--- src/rtl/pm_fetch.sv ---
// Program-memory fetch unit: a PC drives pm_adr, fetched words land in a
// 2-entry queue, and a FETCH/HALT state machine gates fetching.
module pm_fetch #(
    parameter logic [4:0] RESET_ADR = 5'd0
) (
    input  logic       clk,
    input  logic       rst_n,
    output logic [4:0] pm_adr,
    input  logic [5:0] pm_data,
    output logic [5:0] instr,
    output logic       instr_valid,
    input  logic       instr_ready,
    input  logic       jump_en,
    input  logic [4:0] jump_adr,
    input  logic       halt,
    output logic       halted
);

    typedef enum logic {
        FETCH = 1'b0,
        HALT  = 1'b1
    } state_e;

    state_e      state_q, state_d;
    logic [4:0]  pc_q, pc_d;
    logic [1:0]  cnt_q, cnt_d;
    logic [5:0]  mem0_q, mem0_d;
    logic [5:0]  mem1_q, mem1_d;
    logic        halted_q, halted_d;
    logic        pop;
    logic        push;

    // Handshake: a word transfers on an edge where instr_valid and instr_ready
    // are both high; instr holds steady while valid is high and ready is low.
    assign instr_valid = (cnt_q != 2'd0);
    assign instr       = instr_valid ? mem0_q : 6'd0;
    assign pm_adr      = pc_q;
    assign halted      = halted_q;

    always_comb begin
        state_d  = state_q;
        pc_d     = pc_q;
        cnt_d    = cnt_q;
        mem0_d   = mem0_q;
        mem1_d   = mem1_q;
        pop      = instr_valid && instr_ready;
        push     = 1'b0;

        if (jump_en) begin
            // Redirect flushes everything; the target word is fetched next edge.
            cnt_d   = 2'd0;
            pc_d    = jump_adr;
            state_d = FETCH;
        end else begin
            if (state_q == FETCH && halt) begin
                state_d = HALT;
            end
            push = (state_q == FETCH) && !halt && ((cnt_q != 2'd2) || pop);

            case ({pop, push})
                2'b10: begin
                    mem0_d = mem1_q;
                    cnt_d  = cnt_q - 2'd1;
                end
                2'b01: begin
                    if (cnt_q == 2'd0) begin
                        mem0_d = pm_data;
                    end else begin
                        mem1_d = pm_data;
                    end
                    cnt_d = cnt_q + 2'd1;
                end
                2'b11: begin
                    if (cnt_q == 2'd1) begin
                        mem0_d = pm_data;
                    end else begin
                        mem0_d = mem1_q;
                        mem1_d = pm_data;
                    end
                end
                default: begin
                end
            endcase

            if (push) begin
                pc_d = pc_q + 5'd1;
            end
        end

        halted_d = (state_d == HALT);
    end

    always_ff @(posedge clk or negedge rst_n) begin
        if (!rst_n) begin
            state_q  <= FETCH;
            pc_q     <= RESET_ADR;
            cnt_q    <= 2'd0;
            mem0_q   <= 6'd0;
            mem1_q   <= 6'd0;
            halted_q <= 1'b0;
        end else begin
            state_q  <= state_d;
            pc_q     <= pc_d;
            cnt_q    <= cnt_d;
            mem0_q   <= mem0_d;
            mem1_q   <= mem1_d;
            halted_q <= halted_d;
        end
    end

endmodule

--- config.mk ---
export PLATFORM = sky130hd
export DESIGN_NAME = pm_fetch
export DESIGN_NICKNAME = d
export VERILOG_FILES = /design/src/rtl/pm_fetch.sv
export SDC_FILE = /design/constraint.sdc
export NUM_CORES = 1
export LEC_CHECK = 0
export CAP_MARGIN = 5
export CORE_ASPECT_RATIO = 0.7
export CORE_MARGIN = 4
export CORE_UTILIZATION = 48
export DETAILED_ROUTE_END_ITERATION = 10
export HOLD_SLACK_MARGIN = 0.08
export PLACE_DENSITY = 0.79
export SYNTH_ARGS = -nofsm -noshare
export SYNTH_HDL_FRONTEND = slang
export SYNTH_SLANG_ARGS = --single-unit
--- constraint.sdc ---
create_clock -name clk -period 2.2 [get_ports clk]
set_input_delay 0.22 -clock clk [delete_from_list [all_inputs] [get_ports clk]]
set_output_delay 0.22 -clock clk [all_outputs]
set_load 0.02 [all_outputs]
# ---- After elaboration in Yosys (flattened, before gate mapping)
# Cells that the tools add are included.
dict set report totals {
  word_cells 46
  inputBits 16
  register_bits 20
}
dict set report op_classes {
  muxes 13
  eq_ne 8
  n_reduce_logical 15
  bitwise_logic 2
  n_addsub 3
}
# operator n
set ops {}
lappend ops {{$mux 6} 5}
lappend ops {{$pmux 6 s3} 1}
lappend ops {{$pmux 6 s2} 1}
lappend ops {{$mux 5} 2}
lappend ops {{$ne 2x2->1 const B} 4}
lappend ops {{$reduce_bool 2->1} 4}
lappend ops {{$reduce_bool 3->1} 2}
lappend ops {{$add 5x1->5 const B} 1}
lappend ops {{$eq 2x1->1 const B} 2}
lappend ops {{$eq 2x2->1 const B} 2}
lappend ops {{$logic_and 1x1->1} 4}
lappend ops {{$pmux 2 s2} 1}
lappend ops {{$reduce_and 4->1} 1}
lappend ops {{$reduce_and 3->1} 1}
lappend ops {{$add 2x1->2 const B} 1}
lappend ops {{$logic_not 2->1} 1}
lappend ops {{$mux 1} 2}
lappend ops {{$mux 2} 1}
lappend ops {{$not 1->1} 2}
lappend ops {{$sub 2x1->2 const B} 1}
lappend ops {{$logic_not 1->1} 1}
lappend ops {{$logic_or 1x1->1} 1}

# ---- Longest topological paths before layout
dict set report logic_depth {
  word_depth 7
  mapped_depth 8
  ltp_nobuf 6
}

# ---- Worst setup path after synthesis
# Ideal clock, no wire load.
dict set report synth_path {
  kind {register to register}
  start {reg cnt_q[0]}
  end {reg mem1_q[0]}
  arrival_ns 1.850
  path_buffers 2
  setup_time_ns 0.125
  period_less_slack_ns 1.975
  path_stages_with_launch 8
  setup_slack_ns 0.225
  path_cell_list {dfrtp_1 inv_1 ha_1 buf_6 or4b_4 and4b_1 buf_6 mux2_4}
}
dict set report synth_via {
  elab_chain_cells 7
  elab_cells_between_ends 14
  cone_classes {eq/ne (6); mux (1); reduce/logical (7)}
}
# item line
set synth_rtl {}
lappend synth_rtl {{start, declared} 26} ;# logic [1:0] cnt_q, cnt_d;
lappend synth_rtl {{start signal, assigned} 104} ;# cnt_q <= cnt_d;
lappend synth_rtl {{$reduce_bool 2->1} 35} ;# assign instr_valid = (cnt_q != 2'd0);
lappend synth_rtl {{$logic_and 1x1->1} 46} ;# pop = instr_valid && instr_ready;
lappend synth_rtl {{$logic_or 1x1->1} 58} ;# push = (state_q == FETCH) && !halt && ((cnt_q != 2'd2) || pop);
lappend synth_rtl {{$logic_and 1x1->1} 58}
lappend synth_rtl {{$eq 2x2->1 / $eq 2x1->1 (equally long branches)} 60} ;# case ({pop, push})
lappend synth_rtl {{$ne 2x2->1 (no source line) / $reduce_bool 2->1 (equally long branches)} n/a}
lappend synth_rtl {{$reduce_and 4->1 (no source line)} n/a}
lappend synth_rtl {{end signal, assigned} 106} ;# mem1_q <= mem1_d;
lappend synth_rtl {{end, declared} 28} ;# logic [5:0] mem1_q, mem1_d;
# Parallel ways exist; a longest one is shown, timed or not.
# A chain may end at the register's enable or synchronous reset.

# ---- Final worst setup path
dict set report layout_path {
  start {reg cnt_q[0]}
  end {reg mem1_q[5]}
}
# Same word-level chain as after synthesis.

==> flow_summary.toml <==
[setup_path]
cp_data_arrival_time_ns = 2.30
r2r_end = "mem1_q[5]$_DFFE_PN0P_"
required_ns = 2.39
crit_path_end_kind = "register"
critPathKind = "reg2reg"
slowest_stage = "or4b_4"
rrSetupSlack_ns = 0.09
cp_top_family = "simple AND/OR/NAND/NOR gates"
path_cells = "inv_1 > ha_1 > or4b_4 > and4b_1 > mux2_4"
cp-start-kind = "register"
cp_max_fo = 7
timing.rr.start = "cnt_q[0]$_DFFE_PN0P_"
crit_start = "cnt_q[0]$_DFFE_PN0P_"
worst-path-buf-inv = 1
crit_path_max_incr_delay_ns = 0.50
reg2reg_depth = 5

[clocking]
clk_pin_slew_ns = 0.11
cts-root-buf = "clkbuf_4"
clock_path_buffers = 2
cts_setup_buffers = 0
clock-sinks = 20
clk_latency_ns = 0.30
cts_tree = "built"
h-tree-depth = 1
cts_buffers = 3

[timing]
tightestPinTransition_ns = 0.413
hold_viol = 0
setup_tns_ns = 0
period_share_pct = 95.9
period_needed_ns = 2.11
finalSetupViolCount = 0
slew_violations = 0
slew_headroom_pct = 72.4
max_freq_mhz = 474
rsz0062_at_grt = "false"
final.setup_skew_ns = 0.00844

[power_and_ir_drop]
power_leakage_uw = 0.000689
vdd_drop_max_mv = 0.576
p_per_area_nw_per_um2 = 992

[placed_design]
hpwlAfterDp_um = 2110
place_congestion = 0.791
place_area_sq_um = 1490
port_buffers = 28

[global_routing]
grt_max_degree = 21
grtUsageTotal_pct = 18.8
grt_pass1_vias = 974
grt_pass1_wl_um = 4660
antenna_found_initial = 0
overflow = 0

[logic_synthesis]
synth_top_area_share_pct = 43.9
synth_edf_count = 0
syn-cell-area_sq_um = 1140
ys_ff_latch = 20
synth_top_area_cell = "dfrtp_1"
synth_most_common_cell = "dfrtp_1"
synth_common_cells = "dfrtp_1 (20), nor2_1 (11), o21ai_0 (11)"
seq_area_frac_synth_pct = 43.9
synth_area_leaders = "dfrtp_1 (44%), mux2_4 (7.9%), o21ai_0 (4.8%), ha_1 (4.4%), and2b_1 (4.0%)"
postSynthAreaPerCell_sq_um = 10.2
synth_cells = 112
async_flop_share_pct = 100
yosys_warnings = 0
synth_cell_type_count = 30
synthesis.nets = 132
synth_ff_type = "dfrtp_1"

[floorplan]
coreArea_sq_um = 2210
rows = 14
pin_count = 29
die_area_sq_um = 3230
die_y_um = 48.8
die_width_um = 66.2
start_util_pct = 51.6

[final_layout]
n_antenna_cell = 0
fin_area_sq_um = 1530
multi_input_comb_area_sq_um = 581
fill_cells = 173
drive_gt1_share_pct = 17.7
area_delta_synth_final_pct = 33.8
seq_area_sq_um = 500
fin_nets = 168

[min_path]
hold_class = "in2async"

[detailed_routing]
remaining_drc_errors = 0
antenna_left = 0
drt-total-wl_um = 2790
viasPerCell = 5.38
dr_total_vias = 963
firstDrtPassIters = 4
drtIter0Drc = 49
wl_per_cell_um = 15.6

[job]
maxCapViolCount = 0

[run_status]
status = "complete, no violations"
## flip-flops by register name, summed over array words and instances (netlist names)
register,count
cnt_q,2
halted,1
mem0_q,6
mem1_q,6
pm_adr,5
## per-stage QoR
stage / setup WS, ns / power (uW) / std cells / util, % / hold slack, ns
2_1_floorplan: 0.225 / 1040 / 112 / - / -0.0756
3_3_place_gp: 0.177 / 1290 / 175 / 67.4 / 0.492
3_5_place_dp: 0.114 / 1330 / 175 / 67.4 / 0.493
4_1_cts: 0.0454 / 1530 / 179 / 68.9 / 0.250
5_1_grt: 0.00195 / 1620 / 179 / 69.1 / 0.253
6_report: 0.0909 / 1510 / 179 / 69.1 / 0.243
## kinds of logic (layout without fill, tap and decap cells)
family | after synthesis | in the layout | share of synthesized area, %
mux | 9 | 9 | 10.6
compound gates | 26 | 26 | 14.1
buf+inv | 10 | 45 | 5.16
fa+ha+maj | 4 | 4 | 4.39
flops | 20 | 20 | 43.9
simple gates | 39 | 39 | 18.8
xor+xnor | 4 | 4 | 3.07
## worst max-delay path by stage
stage                                       end  slack (ns)  cells after the start
after floorplan           mem1_q[0]$_DFFE_PN0P_        0.23                      7
after global placement    mem1_q[3]$_DFFE_PN0P_        0.18                      5
after detailed placement  mem1_q[2]$_DFFE_PN0P_        0.11                      5
after CTS                              instr[3]        0.05                      4
after global routing                   instr[0]       0.002                      4
final                     mem1_q[5]$_DFFE_PN0P_        0.09                      5
## layout by cell type, fill, tap and decap left out
cell type        instances
or3b_2                   1
nor3_1                   3
a21oi_1                  1
or4b_4                   1
mux2_2                   1
dfrtp_1                 20
ha_1                     4
mux2_4                   6
a31oi_1                  6
nand3b_1                 1
dlymetal6s2s_1           2
xnor2_1                  3
nor2b_1                  1
and4b_1                  1
a211oi_1                 4
o21a_1                   2
o21ai_0                 11
buf_4                   10
clkdlybuf4s50_1         23
clkbuf_4                 3
nand2b_1                 1
or2_2                    1
nand3_1                  7
nor2_1                  11
nand2_1                  5
mux2i_1                  2
inv_1                    3
clkbuf_8                 1
a21oi_2                  2
xor2_1                   1
dlygate4sd2_1            3
and2b_1                  6
## what timing repair did
action,CTS,global route
gates cloned,0,0
endpoints found under the setup margin,3,2
resized for setup,3,2
hold buffers,0,0
## power breakdown
part | total (uW) | internal [uW] | switching [uW]
Sequential | 574 | 495 | 79.5
Clock | 213 | 101 | 112
Combinational | 726 | 373 | 353
Total | 1510 | 969 | 544
## cell type report
class / instances / share of cell area, %
flip-flops and latches: 20 / 32.8
clock buffers: 4 / 2.38
inverters: 3 / 0.738
repair buffers: 38 / 23.4
multi-input cells: 82 / 38.1
well taps: 32 / 2.63
## per-layer routing
| metal | global-route usage [%] | routed length [um] | up-vias |
|---|---|---|---|
| met2 | 29.7 | 1390 | 32 |
| li1 | - | - | 465 |
| met4 | 6.08 | 40 | 0 |
| met1 | 24.7 | 1190 | 460 |
| met3 | 5.53 | 159 | 6 |
| met5 | 0 | 0 | - |
Note: power is estimated with default switching activity, not from simulation.
